==> src/rtl/rf_write_arbiter_pkg.sv <==
// Shared definitions for the register-file write-port arbiter: widths,
// FSM state encoding and a small index helper.
package rf_write_arbiter_pkg;

    localparam int ADDR_WIDTH = 5;
    localparam int DATA_WIDTH = 16;
    localparam int REG_DEPTH  = 32'sd1 << ADDR_WIDTH;

    typedef enum logic [1:0] {
        ARB_IDLE   = 2'd0,
        ARB_SINGLE = 2'd1,
        ARB_BURST  = 2'd2
    } arb_state_e;

    // Next requester index after idx, wrapping at n.
    function automatic int wrap_inc(input int idx, input int n);
        return (idx + 32'sd1) % n;
    endfunction

endpackage

==> src/rtl/rf_write_arbiter_if.sv <==
// Requester-side handshake and register-file write port of the arbiter.
// The arbiter uses the slave modport; the requesters/regfile side uses master.
interface rf_write_arbiter_if
    import rf_write_arbiter_pkg::*;
#(
    parameter int NUM_REQ = 4,
    parameter int ADDR_W  = ADDR_WIDTH,
    parameter int DATA_W  = DATA_WIDTH
);
    localparam int IDX_W = $clog2(NUM_REQ);

    logic [NUM_REQ-1:0]        req_valid;
    logic [NUM_REQ-1:0]        req_lock;
    logic [NUM_REQ*ADDR_W-1:0] req_addr;
    logic [NUM_REQ*DATA_W-1:0] req_data;
    logic [NUM_REQ-1:0]        req_ready;
    logic                      hold;
    logic                      rf_write_en;
    logic [ADDR_W-1:0]         rf_write_addr;
    logic [DATA_W-1:0]         rf_write_data;
    logic [IDX_W-1:0]          grant_id;

    modport slave (
        input  req_valid, req_lock, req_addr, req_data, hold,
        output req_ready, rf_write_en, rf_write_addr, rf_write_data, grant_id
    );

    modport master (
        output req_valid, req_lock, req_addr, req_data, hold,
        input  req_ready, rf_write_en, rf_write_addr, rf_write_data, grant_id
    );

endinterface

==> src/rtl/rf_write_arbiter_rr_pick.sv <==
// Combinational round-robin picker: first set request bit at or after ptr,
// wrapping modulo NUM_REQ. Returns a one-hot grant, its index and a hit flag.
module rf_write_arbiter_rr_pick #(
    parameter int NUM_REQ = 4,
    parameter int IDX_W   = 2
) (
    input  logic [NUM_REQ-1:0] req,
    input  logic [IDX_W-1:0]   ptr,
    output logic [NUM_REQ-1:0] gnt_oh,
    output logic [IDX_W-1:0]   gnt_idx,
    output logic               gnt_any
);

    localparam logic [NUM_REQ-1:0] ONE_HOT0 = {{(NUM_REQ-1){1'b0}}, 1'b1};

    logic [IDX_W-1:0] cand_s;
    logic             hit_s;

    // Walk the requesters in priority order starting at ptr; first hit wins
    always_comb begin
        gnt_oh  = '0;
        gnt_idx = '0;
        gnt_any = 1'b0;
        cand_s  = '0;
        hit_s   = 1'b0;
        for (int off = 0; off < NUM_REQ; off++) begin
            cand_s  = IDX_W'((int'(ptr) + off) % NUM_REQ);
            hit_s   = !gnt_any && req[cand_s];
            gnt_oh  = hit_s ? (ONE_HOT0 << cand_s) : gnt_oh;
            gnt_idx = hit_s ? cand_s : gnt_idx;
            gnt_any = gnt_any || hit_s;
        end
    end

endmodule

==> src/rtl/rf_write_arbiter.sv <==
// Round-robin arbiter sharing the register file's single write port, with
// capped locked bursts and a registered write stage (one cycle of latency).
module rf_write_arbiter
    import rf_write_arbiter_pkg::*;
#(
    parameter int NUM_REQ   = 4,
    parameter int ADDR_W    = ADDR_WIDTH,
    parameter int DATA_W    = DATA_WIDTH,
    parameter int MAX_BURST = 8
) (
    input  logic            clk,
    input  logic            rst,
    rf_write_arbiter_if.slave arb
);

    localparam int IDX_W = $clog2(NUM_REQ);
    localparam int CNT_W = $clog2(MAX_BURST + 1);
    localparam logic [CNT_W-1:0] CNT_ONE   = CNT_W'(32'd1);
    localparam logic [CNT_W-1:0] BURST_MAX = CNT_W'(MAX_BURST);

    arb_state_e         state_q, state_d;
    logic [IDX_W-1:0]   rr_ptr_q, rr_ptr_d;
    logic [IDX_W-1:0]   owner_q, owner_d;
    logic [CNT_W-1:0]   burst_cnt_q, burst_cnt_d;
    logic               wr_en_q, wr_en_d;
    logic [ADDR_W-1:0]  wr_addr_q, wr_addr_d;
    logic [DATA_W-1:0]  wr_data_q, wr_data_d;
    logic [IDX_W-1:0]   grant_id_q, grant_id_d;

    logic [NUM_REQ-1:0] pick_oh_s;
    logic [IDX_W-1:0]   pick_idx_s;
    logic               pick_any_s;
    logic               burst_keep_s;
    logic               new_grant_s;
    logic               entry_lock_s;
    logic [NUM_REQ-1:0] ready_s;

    rf_write_arbiter_rr_pick #(
        .NUM_REQ (NUM_REQ),
        .IDX_W   (IDX_W)
    ) u_rr_pick (
        .req     (arb.req_valid),
        .ptr     (rr_ptr_q),
        .gnt_oh  (pick_oh_s),
        .gnt_idx (pick_idx_s),
        .gnt_any (pick_any_s)
    );

    // Burst owner keeps the port while it still asks for it and has beats left
    always_comb begin
        burst_keep_s = (state_q == ARB_BURST) && arb.req_valid[owner_q] &&
                       arb.req_lock[owner_q] && (burst_cnt_q < BURST_MAX);
    end

    // FSM output: ready vector; gated during reset so no request is lost
    always_comb begin
        ready_s     = '0;
        new_grant_s = 1'b0;
        if (rst || arb.hold) begin
            ready_s = '0;
        end else if (burst_keep_s) begin
            ready_s[owner_q] = 1'b1;
        end else begin
            ready_s     = pick_oh_s;
            new_grant_s = pick_any_s;
        end
    end

    assign arb.req_ready = ready_s;

    // FSM next state, rotation pointer and burst accounting
    always_comb begin
        state_d      = state_q;
        rr_ptr_d     = rr_ptr_q;
        owner_d      = owner_q;
        burst_cnt_d  = burst_cnt_q;
        entry_lock_s = arb.req_lock[pick_idx_s];
        case (state_q)
            ARB_IDLE, ARB_SINGLE: begin
                if (new_grant_s) begin
                    state_d     = entry_lock_s ? ARB_BURST : ARB_SINGLE;
                    owner_d     = pick_idx_s;
                    rr_ptr_d    = IDX_W'(wrap_inc(int'(pick_idx_s), NUM_REQ));
                    burst_cnt_d = entry_lock_s ? CNT_ONE : '0;
                end else begin
                    state_d     = ARB_IDLE;
                    burst_cnt_d = '0;
                end
            end
            ARB_BURST: begin
                if (arb.hold) begin
                    state_d = ARB_BURST;
                end else if (burst_keep_s) begin
                    burst_cnt_d = burst_cnt_q + CNT_ONE;
                end else if (new_grant_s) begin
                    // Burst ended; rr_ptr already sits after the owner, so it re-wins last
                    state_d     = entry_lock_s ? ARB_BURST : ARB_SINGLE;
                    owner_d     = pick_idx_s;
                    rr_ptr_d    = IDX_W'(wrap_inc(int'(pick_idx_s), NUM_REQ));
                    burst_cnt_d = entry_lock_s ? CNT_ONE : '0;
                end else begin
                    state_d     = ARB_IDLE;
                    burst_cnt_d = '0;
                end
            end
            default: begin
                state_d     = ARB_IDLE;
                burst_cnt_d = '0;
            end
        endcase
    end

    // Write stage next values: load the granted beat, otherwise keep addr/data
    always_comb begin
        wr_en_d    = |ready_s;
        wr_addr_d  = wr_addr_q;
        wr_data_d  = wr_data_q;
        grant_id_d = grant_id_q;
        for (int i = 0; i < NUM_REQ; i++) begin
            wr_addr_d  = ready_s[i] ? arb.req_addr[i*ADDR_W +: ADDR_W] : wr_addr_d;
            wr_data_d  = ready_s[i] ? arb.req_data[i*DATA_W +: DATA_W] : wr_data_d;
            grant_id_d = ready_s[i] ? IDX_W'(i) : grant_id_d;
        end
    end

    // FSM state register
    always_ff @(posedge clk or posedge rst) begin
        if (rst) begin
            state_q     <= ARB_IDLE;
            rr_ptr_q    <= '0;
            owner_q     <= '0;
            burst_cnt_q <= '0;
        end else begin
            state_q     <= state_d;
            rr_ptr_q    <= rr_ptr_d;
            owner_q     <= owner_d;
            burst_cnt_q <= burst_cnt_d;
        end
    end

    // Registered write port towards the register file
    always_ff @(posedge clk or posedge rst) begin
        if (rst) begin
            wr_en_q    <= 1'b0;
            wr_addr_q  <= '0;
            wr_data_q  <= '0;
            grant_id_q <= '0;
        end else begin
            wr_en_q    <= wr_en_d;
            wr_addr_q  <= wr_addr_d;
            wr_data_q  <= wr_data_d;
            grant_id_q <= grant_id_d;
        end
    end

    assign arb.rf_write_en   = wr_en_q;
    assign arb.rf_write_addr = wr_addr_q;
    assign arb.rf_write_data = wr_data_q;
    assign arb.grant_id      = grant_id_q;

endmodule

==> src/flat_wrapper.sv <==
// flat-port wrapper written by rule: the top's interface ports become plain ports
module rf_write_arbiter_flat import rf_write_arbiter_pkg::*;
#(
    parameter int NUM_REQ   = 4,
    parameter int ADDR_W    = ADDR_WIDTH,
    parameter int DATA_W    = DATA_WIDTH,
    parameter int MAX_BURST = 8
)
  (clk, rst, arb_req_valid, arb_req_lock, arb_req_addr, arb_req_data, arb_hold, arb_req_ready, arb_rf_write_en, arb_rf_write_addr, arb_rf_write_data, arb_grant_id);
  rf_write_arbiter_if #(.NUM_REQ(NUM_REQ), .ADDR_W(ADDR_W), .DATA_W(DATA_W)) arb_i ();
  input  logic clk;
  input  logic rst;
  input wire logic [$bits(arb_i.req_valid)-1:0] arb_req_valid;
  input wire logic [$bits(arb_i.req_lock)-1:0] arb_req_lock;
  input wire logic [$bits(arb_i.req_addr)-1:0] arb_req_addr;
  input wire logic [$bits(arb_i.req_data)-1:0] arb_req_data;
  input wire logic [$bits(arb_i.hold)-1:0] arb_hold;
  output wire logic [$bits(arb_i.req_ready)-1:0] arb_req_ready;
  output wire logic [$bits(arb_i.rf_write_en)-1:0] arb_rf_write_en;
  output wire logic [$bits(arb_i.rf_write_addr)-1:0] arb_rf_write_addr;
  output wire logic [$bits(arb_i.rf_write_data)-1:0] arb_rf_write_data;
  output wire logic [$bits(arb_i.grant_id)-1:0] arb_grant_id;
  assign arb_i.req_valid = arb_req_valid;
  assign arb_i.req_lock = arb_req_lock;
  assign arb_i.req_addr = arb_req_addr;
  assign arb_i.req_data = arb_req_data;
  assign arb_i.hold = arb_hold;
  assign arb_req_ready = arb_i.req_ready;
  assign arb_rf_write_en = arb_i.rf_write_en;
  assign arb_rf_write_addr = arb_i.rf_write_addr;
  assign arb_rf_write_data = arb_i.rf_write_data;
  assign arb_grant_id = arb_i.grant_id;
  rf_write_arbiter #(.NUM_REQ(NUM_REQ), .ADDR_W(ADDR_W), .DATA_W(DATA_W), .MAX_BURST(MAX_BURST)) u_core (.clk(clk), .rst(rst), .arb(arb_i));
endmodule
==> config.mk <==
export PLATFORM = sky130hd
export DESIGN_NAME = rf_write_arbiter_flat
export DESIGN_NICKNAME = d
export VERILOG_FILES = /design/src/rtl/rf_write_arbiter_pkg.sv /design/src/rtl/rf_write_arbiter_if.sv /design/src/rtl/rf_write_arbiter_rr_pick.sv /design/src/rtl/rf_write_arbiter.sv /design/src/flat_wrapper.sv
export SDC_FILE = /design/constraint.sdc
export NUM_CORES = 1
export LEC_CHECK = 0
export ABC_AREA = 1
export CAP_MARGIN = 20
export CORE_AREA = 2 2 87 89
export DETAILED_ROUTE_END_ITERATION = 16
export DIE_AREA = 0 0 89 91
export HOLD_SLACK_MARGIN = 0.05
export PLACE_DENSITY = 0.79
export SYNTH_ARGS = -nofsm -noshare
export SYNTH_HDL_FRONTEND = slang
export SYNTH_HIERARCHICAL = 1
export SYNTH_SLANG_ARGS = --single-unit
==> constraint.sdc <==
create_clock -name clk -period 4.4 [get_ports clk]
set_clock_uncertainty 0.2 [all_clocks]
set_input_delay 1.32 -clock clk [delete_from_list [all_inputs] [get_ports clk]]
set_output_delay 1.32 -clock clk [all_outputs]
set_load 0.005 [all_outputs]
==> results.md <==
* Yosys cell types at 27
* DRC viols at 0
* Starting Density at 42.7%
* H-tree depth at 2
* Area growth syn-to-layout at 52.5%
* Fin worst setup slack at 85.4 ps
* Worst skew pair latency at 280 ps
* Crit-path cells: clkdlybuf4s50_1 -> nand2_1 -> nand2_2 -> nand2_1 -> nand2_2 -> buf_4 -> nand4_1 -> nand2_2 -> nand2_2 -> inv_1 -> dlygate4sd2_1
* CP peak stage delay at 480 ps
* Chip width at 89 um
* Cell mode on critical path: nand2_2
* Avg Cell Area, Syn at 5.93 um2
* Mapped cell area at 3040 um2
* Worst-Margin Slew at 437 ps
* Via count at 3,788
* HP Start: u_core/arb.rf_write_data[10]
* Die Y at 91 um
* Top cells by instance count after synthesis: 265 x nand2_1, 47 x inv_1, 41 x nand3_1
* Yosys top cell area share at 32.7%
* Nets at 751
* Path type of the worst setup path: in -> out
* Layout fillers at 660
* Most common cell in the netlist: nand2_1
* Iter 0 DRT Violations at 252
* Number of CTS-inserted buffers at 5
* Ys flop type: dfrtp_1
* Worst Path Required at 2880 ps
* Place WS at -498 ps
* Leak at 2.51 nW
* Setup TNS at 0 ps
* Final Hold Slack at 281 ps
* Max-Cap Viols at 0
* Total grt overflow at 0
* RD Place Congestion at 0.919
* Final period util at 98.1%
* # setup viols final at 0
* Crit. Startpoint: arb_req_lock[1]
* Avg Vias per Cell at 5.05
* Startpoint Class: input port
* Antenna Cells at 0
* CP Max Fanout at 4
* Share of post-route cells with drive strength above 1 at 12.6%
* Largest net degree at the start of global routing at 35
* Vias in the first global route at 3,517
* Die area at 8100 um2
* Reg clk slew, reported paths at 70 ps
* First-pass DRT Iterations at 6
* Number of port buffers at 122
* Placed cell count at 733
* CP delay by family, top: buffers and inverters
* Synth area leader: nand2_1
* Status: finished clean
* Final HPWL DP at 7590 um
* Final hold violations at 0
* FF+latch area at 851 um2
* Crit path time final at 4310 ps
* Slew Viols, Final at 0
* Area contributors post-synth: nand2_1 33%, dfrtp_1 28%, nand3_1 6.7%
* Critical Path End Type: output pin
* Routed len/inst at 13.8 um
* Fmax at 232 MHz
* Syn_nets at 613
* Number of enable flip-flop cells after synthesis at 0
* Sequential area share after synthesis at 27.9%
* Number of nets with antenna violations after routing at 0
* TritonCTS clock tree: built
* Hold Crit Class: reg -> reg
* Slowest CP cell: clkdlybuf4s50_1
* Area of the multi-input gates at 1910 um2
* Num ports at 123
* Final Non-Filler Cells at 750
* P per Cell Area at 635 nW/um2
* Mapped Cells at 513
* Global-route wire length before repair at 16,200 um
* Total core area at 7140 um2
* Worst rel slew slack at 70.9%
* Clock sinks at 34
* Clk Tree Root Cell: clkbuf_8
* Worst Path Buf+Inv at 4
* Fin util at 65.0%
* Max Buffers Root-to-Sink at 2
* Yosys Warn Count at 6
* Std-Cell Rows at 31
* Global-route usage over all layers at 24.9%
* Synth Register Bits at 34
* Max IR drop VDD at 0.592 mV
* Crit path DAT at 2790 ps
* R2r startpoint: u_core/rr_ptr_q[1]
* Synth async-reset ratio at 100%
* Initial antenna violation count at 0
* Routed wire length at 10,400 um
## report_power, final
part / internal [W] / switching [W] / leakage [nW] / total, W
sequential: 0.000455 / 0.0000892 / 0.430 / 0.000545
clock: 0.000181 / 0.000107 / 0.0573 / 0.000288
combinational: 0.000857 / 0.00126 / 2.03 / 0.00211
## worst register-to-register path, delay by kind of cell, from the launching register on
kind | cells | cell delay, ps
AOI/OAI and AO/OA | 1 | 150
buffers and inverters | 6 | 1150
and+or+nand+nor | 11 | 1000
adders and majority gates | 1 | 340
DFF | 1 | 390
## cell usage in the layout (no fill, tap or decap), types with 8 or more instances in the layout
cell / synthesis / layout
a21oi_1: 8 / 8
buf_4: 4 / 34
clkdlybuf4s50_1: 0 / 113
dfrtp_1: 34 / 34
inv_1: 47 / 46
nand2_1: 265 / 259
nand2_2: 11 / 16
nand3_1: 41 / 41
nand4_1: 32 / 32
o21ai_0: 9 / 9
## through the flow
| step | area [um2] | power, W |
|---|---|---|
| 3_3_place_gp | 4430 | 0.00247 |
| 2_1_floorplan | 3040 | 0.00184 |
| 6_report | 4640 | 0.00295 |
| 4_1_cts | 4630 | 0.00291 |
| 3_5_place_dp | 4430 | 0.00252 |
| 5_1_grt | 4640 | 0.00321 |
## final timing paths
check	end	slack [ps]	cells past startpoint
setup / recovery	arb_req_ready[2]	90	11
hold / removal	u_core/arb.rf_write_data[10]	280	2
setup reg to reg	u_core/arb.rf_write_data[9]	1120	19
hold reg to reg	u_core/arb.rf_write_data[10]	280	2
max in group asynchronous	u_core/arb.rf_write_data[13]	2370	3
min in group asynchronous	u_core/arb.rf_write_data[0]	1320	3
## sequential cells by signal (all words and copies together) (netlist names)
| signal | cells |
|---|---|
| u_core/state_q | 2 |
| u_core/rr_ptr_q | 2 |
| u_core/arb.rf_write_data | 16 |
| u_core/arb.rf_write_addr | 5 |
| u_core/owner_q | 2 |
| u_core/arb.rf_write_en | 1 |
| u_core/burst_cnt_q | 4 |
| u_core/arb.grant_id | 2 |
## metal layers
layer	track usage, %	vias up	wire, um
met3	4.55	19	863
met1	30.8	1716	4280
met4	8.21	0	206
met5	0	-	0
li1	-	1888	-
met2	43.0	165	5040
## timing repair
action                                  CTS  global route
pin swaps                                10             5
gates resized for setup                  24            10
cloned                                    1             0
endpoints found under the setup margin    4             4
hold buffers                              0             0
setup buffers                             5             4
## area by class of cell
cell class | instances | area share (%)
clock inverter | 1 | 0.647
inverter | 53 | 4.29
tap | 99 | 2.67
multi-input combinational | 401 | 41.1
sequential | 34 | 18.3
timing repair buffer | 156 | 31.2
clock buffer | 6 | 1.78
## cells by family (layout without fill, tap and decap cells)
family	after synthesis	count (layout)	share of synthesized area, %
adder cells (fa/ha/maj)	5	5	2.06
AND/OR/NAND/NOR	368	369	53.1
AO/OA/AOI/OAI	26	26	5.14
buffers and inverters	79	216	11.5
XOR/XNOR	1	1	0.288
flip-flops	34	34	27.9
Note: power is estimated with default switching activity, not from simulation.
